`src/rtl/lsu_store_tracker_if.sv`:
```
// Store-tracker bus: LSU store request/ack observation, issue-stage fence
// handshake and the pending-store status levels.
// Master = LSU / issue stage side, slave = lsu_store_tracker.

`ifndef NUM_WARPS
`define NUM_WARPS 8
`endif

interface lsu_store_tracker_if #(
    parameter int NUM_WARPS = `NUM_WARPS
);
    localparam int NW_WIDTH = (NUM_WARPS > 1) ? $clog2(NUM_WARPS) : 1;

    // Store request stream (tracker may back-pressure)
    logic                st_req_valid;
    logic [NW_WIDTH-1:0] st_req_wid;
    logic                st_req_ready;

    // Store acknowledge stream (always accepted)
    logic                st_ack_valid;
    logic [NW_WIDTH-1:0] st_ack_wid;

    // Fence / drain handshake
    logic                fence_valid;
    logic [NW_WIDTH-1:0] fence_wid;
    logic                fence_ready;
    logic                fence_done;
    logic [NW_WIDTH-1:0] fence_done_wid;

    // Status levels towards the issue stage
    logic [NUM_WARPS-1:0] pending_mask;
    logic                 no_pending_stores;

    modport master (
        output st_req_valid, st_req_wid,
        output st_ack_valid, st_ack_wid,
        output fence_valid, fence_wid,
        input  st_req_ready, fence_ready, fence_done, fence_done_wid,
        input  pending_mask, no_pending_stores
    );

    modport slave (
        input  st_req_valid, st_req_wid,
        input  st_ack_valid, st_ack_wid,
        input  fence_valid, fence_wid,
        output st_req_ready, fence_ready, fence_done, fence_done_wid,
        output pending_mask, no_pending_stores
    );
endinterface

```
`src/rtl/lsu_store_tracker.sv`:
```
// lsu_store_tracker: counts stores issued to memory but not yet acknowledged,
// per warp and in total, drives the no-pending-stores level for the issue
// stage and serves a per-warp fence/drain handshake.
// Optional drain watchdog: define LSU_STORE_TIMEOUT_EN to add the sticky
// drain_timeout output.

`ifndef NUM_WARPS
`define NUM_WARPS 8
`endif

module lsu_store_tracker #(
    parameter int NUM_WARPS      = `NUM_WARPS,
    parameter int MAX_PENDING    = 16,
    parameter int TIMEOUT_CYCLES = 4096
) (
    input  logic                clk,
    input  logic                reset,
    lsu_store_tracker_if.slave  bus
`ifdef LSU_STORE_TIMEOUT_EN
    ,
    output logic                drain_timeout
`endif
);
    localparam int NW_WIDTH = (NUM_WARPS > 1) ? $clog2(NUM_WARPS) : 1;
    localparam int CW       = $clog2(MAX_PENDING + 1);
    localparam int TW       = $clog2(NUM_WARPS * MAX_PENDING + 1);

    // Reject configurations that cannot work at elaboration time
    if (MAX_PENDING < 1 || TIMEOUT_CYCLES < 1) begin : g_bad_param
        $error("lsu_store_tracker: MAX_PENDING and TIMEOUT_CYCLES must be >= 1");
    end

    typedef enum logic [1:0] {
        S_IDLE,
        S_DRAIN,
        S_DONE
    } state_e;

    logic [CW-1:0]       cnt_q [NUM_WARPS];
    logic [CW-1:0]       cnt_d [NUM_WARPS];
    logic [TW-1:0]       total_q, total_d;
    logic                fire;
    logic                ack_ok;
    state_e              state_q, state_d;
    logic [NW_WIDTH-1:0] drain_wid_q, drain_wid_d;

    // A warp at its limit refuses further stores; acks to an empty warp are dropped
    assign bus.st_req_ready = (cnt_q[bus.st_req_wid] != CW'(MAX_PENDING));
    assign fire             = bus.st_req_valid && bus.st_req_ready;
    assign ack_ok           = bus.st_ack_valid && (cnt_q[bus.st_ack_wid] != '0);

    // Presenting a store already counts as "not empty" so atomics never slip past it
    assign bus.no_pending_stores = (total_q == '0) && !bus.st_req_valid;

    // Next-state of per-warp and total counters; fire+ack to one warp nets zero
    always_comb begin
        // NOTE: every combinational output gets a default first, so no path leaves it unassigned and no latch is inferred.
        total_d = total_q + TW'(fire) - TW'(ack_ok);
        for (int w = 0; w < NUM_WARPS; w++) begin
            cnt_d[w] = cnt_q[w];
            if (fire && bus.st_req_wid == NW_WIDTH'(w)) begin
                cnt_d[w] = cnt_d[w] + CW'(1);
            end
            if (ack_ok && bus.st_ack_wid == NW_WIDTH'(w)) begin
                cnt_d[w] = cnt_d[w] - CW'(1);
            end
        end
    end

    // Counter registers
    always_ff @(posedge clk) begin
        // NOTE: the counter array is small and drives ready/status directly, so every entry is reset explicitly.
        if (!reset) begin
            for (int w = 0; w < NUM_WARPS; w++) begin
                cnt_q[w] <= '0;
            end
            total_q <= '0;
        end else begin
            // NOTE: state registers use non-blocking assignments so all flops update from pre-edge values.
            cnt_q   <= cnt_d;
            total_q <= total_d;
        end
    end

    // Per-warp busy bits straight from the registered counters
    always_comb begin
        bus.pending_mask = '0;
        for (int w = 0; w < NUM_WARPS; w++) begin
            bus.pending_mask[w] = (cnt_q[w] != '0);
        end
    end

    // Fence FSM next-state and outputs
    always_comb begin
        state_d            = state_q;
        drain_wid_d        = drain_wid_q;
        bus.fence_ready    = 1'b0;
        bus.fence_done     = 1'b0;
        bus.fence_done_wid = '0;
        unique case (state_q)
            S_IDLE: begin
                bus.fence_ready = 1'b1;
                if (bus.fence_valid) begin
                    drain_wid_d = bus.fence_wid;
                    state_d     = S_DRAIN;
                end
            end
            S_DRAIN: begin
                // Stores to the drained warp keep being counted; wait for true zero
                if (cnt_q[drain_wid_q] == '0) begin
                    state_d = S_DONE;
                end
            end
            S_DONE: begin
                bus.fence_done     = 1'b1;
                bus.fence_done_wid = drain_wid_q;
                state_d            = S_IDLE;
            end
            default: state_d = S_IDLE;
        endcase
    end

    // Fence FSM state register; reset discards any fence in progress
    always_ff @(posedge clk) begin
        if (!reset) begin
            state_q     <= S_IDLE;
            drain_wid_q <= '0;
        end else begin
            state_q     <= state_d;
            drain_wid_q <= drain_wid_d;
        end
    end

`ifdef LSU_STORE_TIMEOUT_EN
    logic [31:0] wd_q, wd_d;
    logic        timeout_q, timeout_d;

    // Watchdog: counts DRAIN cycles, restarts on each accepted fence, flag is sticky
    always_comb begin
        wd_d      = wd_q;
        timeout_d = timeout_q;
        if (state_q == S_IDLE && bus.fence_valid) begin
            wd_d = '0;
        end else if (state_q == S_DRAIN && wd_q != '1) begin
            wd_d = wd_q + 32'd1;
        end
        if (state_q == S_DRAIN && wd_q >= 32'(TIMEOUT_CYCLES - 1)) begin
            timeout_d = 1'b1;
        end
    end

    // Watchdog registers
    always_ff @(posedge clk) begin
        if (!reset) begin
            wd_q      <= '0;
            timeout_q <= 1'b0;
        end else begin
            wd_q      <= wd_d;
            timeout_q <= timeout_d;
        end
    end

    assign drain_timeout = timeout_q;
`endif

    // An ack for a warp with nothing outstanding indicates a lost or duplicated response
    a_no_ack_underflow: assert property (
        @(posedge clk) disable iff (!reset)
        !(bus.st_ack_valid && cnt_q[bus.st_ack_wid] == '0)
    );

endmodule

```
`src/flat_wrapper.sv`:
```
// flat-port wrapper written by rule: the top's interface ports become plain ports
module lsu_store_tracker_flat 
#(
    parameter int NUM_WARPS      = `NUM_WARPS,
    parameter int MAX_PENDING    = 16,
    parameter int TIMEOUT_CYCLES = 4096
)
  (clk, reset, bus_st_req_valid, bus_st_req_wid, bus_st_ack_valid, bus_st_ack_wid, bus_fence_valid, bus_fence_wid, bus_st_req_ready, bus_fence_ready, bus_fence_done, bus_fence_done_wid, bus_pending_mask, bus_no_pending_stores);
  lsu_store_tracker_if #(.NUM_WARPS(NUM_WARPS)) bus_i ();
  input  logic clk;
  input  logic reset;
  input wire logic [$bits(bus_i.st_req_valid)-1:0] bus_st_req_valid;
  input wire logic [$bits(bus_i.st_req_wid)-1:0] bus_st_req_wid;
  input wire logic [$bits(bus_i.st_ack_valid)-1:0] bus_st_ack_valid;
  input wire logic [$bits(bus_i.st_ack_wid)-1:0] bus_st_ack_wid;
  input wire logic [$bits(bus_i.fence_valid)-1:0] bus_fence_valid;
  input wire logic [$bits(bus_i.fence_wid)-1:0] bus_fence_wid;
  output wire logic [$bits(bus_i.st_req_ready)-1:0] bus_st_req_ready;
  output wire logic [$bits(bus_i.fence_ready)-1:0] bus_fence_ready;
  output wire logic [$bits(bus_i.fence_done)-1:0] bus_fence_done;
  output wire logic [$bits(bus_i.fence_done_wid)-1:0] bus_fence_done_wid;
  output wire logic [$bits(bus_i.pending_mask)-1:0] bus_pending_mask;
  output wire logic [$bits(bus_i.no_pending_stores)-1:0] bus_no_pending_stores;
  assign bus_i.st_req_valid = bus_st_req_valid;
  assign bus_i.st_req_wid = bus_st_req_wid;
  assign bus_i.st_ack_valid = bus_st_ack_valid;
  assign bus_i.st_ack_wid = bus_st_ack_wid;
  assign bus_i.fence_valid = bus_fence_valid;
  assign bus_i.fence_wid = bus_fence_wid;
  assign bus_st_req_ready = bus_i.st_req_ready;
  assign bus_fence_ready = bus_i.fence_ready;
  assign bus_fence_done = bus_i.fence_done;
  assign bus_fence_done_wid = bus_i.fence_done_wid;
  assign bus_pending_mask = bus_i.pending_mask;
  assign bus_no_pending_stores = bus_i.no_pending_stores;
  lsu_store_tracker #(.NUM_WARPS(NUM_WARPS), .MAX_PENDING(MAX_PENDING), .TIMEOUT_CYCLES(TIMEOUT_CYCLES)) u_core (.clk(clk), .reset(reset), .bus(bus_i));
endmodule
```
`config.mk`:
```
export PLATFORM = sky130hd
export DESIGN_NAME = lsu_store_tracker_flat
export DESIGN_NICKNAME = d
export VERILOG_FILES = /design/src/rtl/lsu_store_tracker_if.sv /design/src/rtl/lsu_store_tracker.sv /design/src/flat_wrapper.sv
export SDC_FILE = /design/constraint.sdc
export NUM_CORES = 1
export LEC_CHECK = 0
export BUFFER_PORTS_ARGS = -buffer_cell sky130_fd_sc_hd__buf_4
export CORE_ASPECT_RATIO = 0.7
export CORE_MARGIN = 1
export CORE_UTILIZATION = 55
export CTS_CLUSTER_DIAMETER = 60
export DETAILED_ROUTE_END_ITERATION = 6
export PLACE_DENSITY_LB_ADDON = 0.1
export SLEW_MARGIN = 20
export SYNTH_ARGS = -nofsm -noshare
export SYNTH_HDL_FRONTEND = slang
export SYNTH_SLANG_ARGS = --single-unit
```
`constraint.sdc`:
```
create_clock -name clk -period 3.05 [get_ports clk]
set_input_delay 0.1525 -clock clk [delete_from_list [all_inputs] [get_ports clk]]
set_output_delay 0.1525 -clock clk [all_outputs]
set_load 0.1 [all_outputs]
```
# After elaboration in Yosys (flattened, before gate mapping)
# Cells that the tools add are included.
# Widths: inputs -> output; s select.
# word_totals
reg_bits	53
latch_bits	0
ramBits	0
rom_bits	0
out_inout_bits	15
wordCells	121
n_memories	0
# op_classes
addsub	18
n_mul	0
div	0
magnitude_cmp	3
eq_ne	19
shifts	0
muxes	31
n_bitwise	3
n_reduce_logical	36
# op_table
operator	count
$mux 5	22
$bmux 5 s3	3
$reduce_bool 5->1	9
$add 5x1->5 const B	8
$sub 5x1->5 const B	8
$eq 3x3->1 const B	8
$logic_and 1x1->1	19
$eq 3x2->1 const B	4
$ge 4x4->1 const B	3
$not 3->4	3
$add 8x1->8	1
$logic_not 8->1	1
$sub 8x1->8	1
$eq 3x1->1 const B	2
$logic_not 3->1	2
$logic_not 5->1	1
$ne 5x5->1 const B	1
$mux 2	2
$pmux 2 s2	1
$reduce_and 2->1	2
$mux 3	1
$eq 2x1->1 const B	1
$eq 2x2->1 const B	1
$logic_not 2->1	1
4 further kinds	5

# Longest topological paths before layout
# logic_depth
word_depth	10
depth_mapped	17

# Worst setup path after synthesis
# No wires, ideal clock.
# synth_timing
kind	register -> register
from	register u_core.cnt_q[20] (netlist bit)
to	register u_core.total_q[7]
t_arrival_ns	3.408
required_ns	2.979
slack_ns	-0.429
stages_incl_launch_ff	14
n_path_buf	0
cell_sequence	dfxtp_1 -> nor4_4 -> a22oi_1 -> nor3b_4 -> nor2_1 -> and3_1 -> and2_1 -> ha_1 -> a21o_1 -> a21oi_1 -> o21bai_1 -> a2111oi_0 -> o21ai_0 -> a21oi_1
# synth_between
elab_chain_len	7
# synth_lines
item	line_no	rtl
from (decl)	lsu_store_tracker.sv:39	logic [CW-1:0] cnt_q [NUM_WARPS];
from (signal assigned)	lsu_store_tracker.sv:80	cnt_q <= cnt_d;
$bmux 5 s3	lsu_store_tracker.sv:48	assign bus.st_req_ready = (cnt_q[bus.st_req_wid] != CW'(MAX_PENDING));
$mux 5 (implied by the code) (2 in series)	lsu_store_tracker.sv:48	
$ne 5x5->1	lsu_store_tracker.sv:48	
via bus_st_req_ready	flat_wrapper.sv:18	output wire logic [$bits(bus_i.st_req_ready)-1:0] bus_st_req_ready;
$logic_and 1x1->1	lsu_store_tracker.sv:49	assign fire = bus.st_req_valid && bus.st_req_ready;
$add 8x1->8	lsu_store_tracker.sv:58	total_d = total_q + TW'(fire) - TW'(ack_ok);
$sub 8x1->8	lsu_store_tracker.sv:58	
to (signal assigned)	lsu_store_tracker.sv:81	total_q <= total_d;
to (decl)	lsu_store_tracker.sv:41	logic [TW-1:0] total_q, total_d;
# The timed path passes the listed nets, and every way through them passes these cells. The select of a mux whose other input is x is not followed.
# A chain may end at the register's enable or synchronous reset.

# Worst setup path after layout
# layout_timing
from	register u_core.cnt_q[15] (netlist bit)
to	register u_core.total_q[7]
# layout_between
elab_chain_len	7
# layout_lines
item	line_no
$bmux 5 s3	lsu_store_tracker.sv:48
$mux 5 (implied by the code) (2 in series)	lsu_store_tracker.sv:48
$ne 5x5->1	lsu_store_tracker.sv:48
$logic_and 1x1->1	lsu_store_tracker.sv:49
$add 8x1->8	lsu_store_tracker.sv:58
$sub 8x1->8 *	lsu_store_tracker.sv:58
# Every way passes the cells marked *; elsewhere a longest branch is shown, timed or not. The select of a mux whose other input is x is not followed.

==> impl_metrics.csv <==
group,metric,value,unit
floorplan,coreArea,7550,um2
timing,skew,6.25,ps
floorplan,rows,26,
timing,setup_violations,4,
clock_network,cts_tree,"done",
power,vdd_drop_max,0.501,mV
synthesis,ys.flop_type,"dfxtp_1",
timing,maxSlewViolCount,0,
worst_setup_path,arrival,3420,ps
timing,rsz0062_at_grt,"yes",
worst_setup_path,crit_chain,"or4_4 > nor2_4 > mux4_2 > nand2_2 > o211a_1 > ha_1 > inv_2 > ha_4 > buf_6 > a21o_1 > a21oi_2 > o21bai_2 > a2111oi_4 > or3_1 > a21oi_1",
synthesis,syn-num-nets,583,
timing,period_minus_slack,3270,ps
floorplan,io_pins,29,
timing,fmax,0.306,GHz
worst_setup_path,startpoint_type,"flip-flop",
synthesis,synth_seq_cells,53,
worst_setup_path,crit_family,"compound AO/OA/AOI/OAI gates",
worst_setup_path,slowest_stage,"or4_4",
grt,grt_pass1_vias,3892,
drt,vias,4198,
grt,grt_overflow,0,
synthesis,syn_inst,533,
drt,routed_wl,11.4,mm
hold_path,hp-class,"input port to flip-flop",
grt,antenna_found_initial,0,
run_status,status,"complete, but fails checks",
layout,layout_commonest_cell,"buf_4",
drt,drt_iter0_markers,385,
synthesis,ys_types,72,
synthesis,synth_edf_count,0,
timing,final-hold-violation-count,0,
clock_network,htree_num_levels,2,
drt,drc,0,
worst_setup_path,path_class,"flip-flop to flip-flop",
flow_run,drv_cap,0,
timing,maxSlewHeadroom,56.9,%
run_status,violations,"setup timing",
drt,first_pass_iters,5,
layout,fin_nets,670,
clock_network,cts.sinks,53,
floorplan,die_area,8430,um2
grt,grt_pass1_wl,18.8,mm
grt,grt_max_degree,32,
clock_network,clkLatencyLatePin,300,ps
drt,final_antenna_net_count,0,
timing,worst_pin_slew,640,ps
grt,track_usage,28.5,%
clock_network,cts_root_buf,"clkbuf_16",
placement,hpwl,8.57,mm
worst_setup_path,critPathCaptureType,"flip-flop",
layout,insertedDiodeCount,0,
power,power,2450,uW
timing,hold_ws,107,ps
floorplan,initial_utilization,58.7,%
floorplan,die_w,109,um
timing,final.setup.worst_slack,-215,ps
synthesis,avgSynthCellArea,8.31,um2
synthesis,yosys_warnings,0,
timing,tns,-447,ps
drt,viasPerCell,5.85,
timing,fin_crit_sh,107,%
clock_network,path_clk_slew,70,ps
floorplan,fp.dieH,77.1,um
power,leakagePower,0.00222,uW
layout,drive_gt1_share,25.2,%
worst_setup_path,slowest_delay,560,ps
clock_network,cts_made_buffers,5,
placement,gp_congestion,0.930,
placement,portBuffers,28,
clock_network,clock_path_buffers,2,
drt,post_drt_wl_per_cell,15.9,um
layout,syn_to_final_growth,22.8,%
worst_setup_path,crit_fanout,2,
worst_setup_path,crit_required,3210,ps
power,power_density,450,nW/um2
layout,final_cell_mix,"buf_4, nor2_1, dfxtp_1, inv_1, ha_1",
synthesis,syn_area,4430,um2
worst_setup_path,path_buf_inv,2,
synthesis,async_flop_share,0,%
synthesis,yosysSeqAreaShare,23.9,%
final timing paths:
check             cells after the start  slack, ps               endpoint         startpoint
setup / recovery                     15       -220      u_core.total_q[7]   u_core.cnt_q[15]
hold / removal                        3        110  u_core.drain_wid_q[2]   bus_fence_wid[2]
setup reg to reg                     15       -220      u_core.total_q[7]   u_core.cnt_q[15]
hold reg to reg                       1        570      u_core.state_q[1]  u_core.state_q[0]
stage by stage:
step | setup WS [ps] | cells | util (%) | cell area (um2)
finish | -215 | 718 | 72.1 | 5440
global route | -329 | 718 | 72.1 | 5440
CTS | -146 | 715 | 70.9 | 5350
detailed placement | -151 | 702 | 68.1 | 5140
global placement | -55.3 | 702 | 68.1 | 5140
floorplan | 1.13 | 533 | - | 4470
worst register-to-register path, stage by stage (launching register included):
cell	delay, ps
dfxtp_2	320
or4_4	560
nor2_4	150
mux4_2	250
nand2_2	40
o211a_1	130
ha_1	290
inv_2	50
ha_4	150
buf_6	100
a21o_1	160
a21oi_2	180
o21bai_2	100
a2111oi_4	390
or3_1	170
a21oi_1	70
cells by family (layout without fill, tap and decap cells):
| group | after synthesis | count (layout) | synth area share [%] |
|---|---|---|---|
| DFF | 53 | 53 | 23.9 |
| adders and majority gates | 36 | 36 | 10.3 |
| buffers and inverters | 58 | 145 | 6.15 |
| xor gates and xnor gates | 44 | 44 | 8.70 |
| AOI/OAI and AO/OA | 80 | 80 | 13.9 |
| and+or+nand+nor | 237 | 237 | 30.1 |
| muxes | 25 | 25 | 6.92 |
cell type report:
cell class                 instances  area [um2]
clock buffer                       7         143
fill                             588        2110
inverter                          39         146
multi-input combinational        422        3220
sequential                        53        1060
tap                               98         123
timing repair buffer              99         747
where the power goes:
group / switching, uW / total (uW) / internal, uW
Clock: 252 / 575 / 323
Sequential: 35.7 / 784 / 749
Combinational: 607 / 1090 / 481
synthesized netlist by cell type (all sizes together) (3+ instances only):
library cell,n,share of area (%)
nand2b,3,0.42
o211ai,3,0.51
a211oi,8,1.5
nor3b,10,1.9
o311ai,3,0.59
a2111oi,4,1.2
nand2,34,2.9
xnor2,30,5.9
nor2b,8,1.1
nor3,32,3.6
and3,3,0.45
nor2,61,5.2
or2,10,1.4
nor4,3,0.76
mux2,5,1.3
and4bb,3,0.85
or4,3,0.59
nand4b,7,1.4
or3,8,1.1
dfxtp,53,24
a21oi,19,2.1
and2,9,1.3
mux2i,16,3.6
clkbuf,12,1.2
nand3b,3,0.51
a41oi,4,0.79
nand4,7,0.99
mux4,4,2.0
xor2,14,2.8
ha,35,9.9
o21ai,11,1.2
o31ai,5,0.85
nor4b,5,1.3
buf,7,1.6
o21a,5,0.85
inv,39,3.3
nand3,17,1.9
per-layer routing:
metal | global-route usage (%) | vias to the layer above | routed length [um]
li1 | - | 2074 | -
met1 | 40.1 | 1992 | 5520
met2 | 45.0 | 122 | 5100
met3 | 4.34 | 10 | 733
met4 | 7.07 | 0 | 89
met5 | 0 | - | 0
state kept, by name, indices dropped and copies added (netlist names):
name / flops
u_core.cnt_q: 40
u_core.state_q: 2
u_core.total_q: 8
u_core.drain_wid_q: 3
repair_timing:
item	CTS	global route
hold buffers	0	0
gates resized for setup	7	13
endpoints found under the setup margin	2	7
endpoints found under the hold margin	0	0
buffers inserted	6	3
pin swaps	9	18
Power figures use the tool's default switching activity.
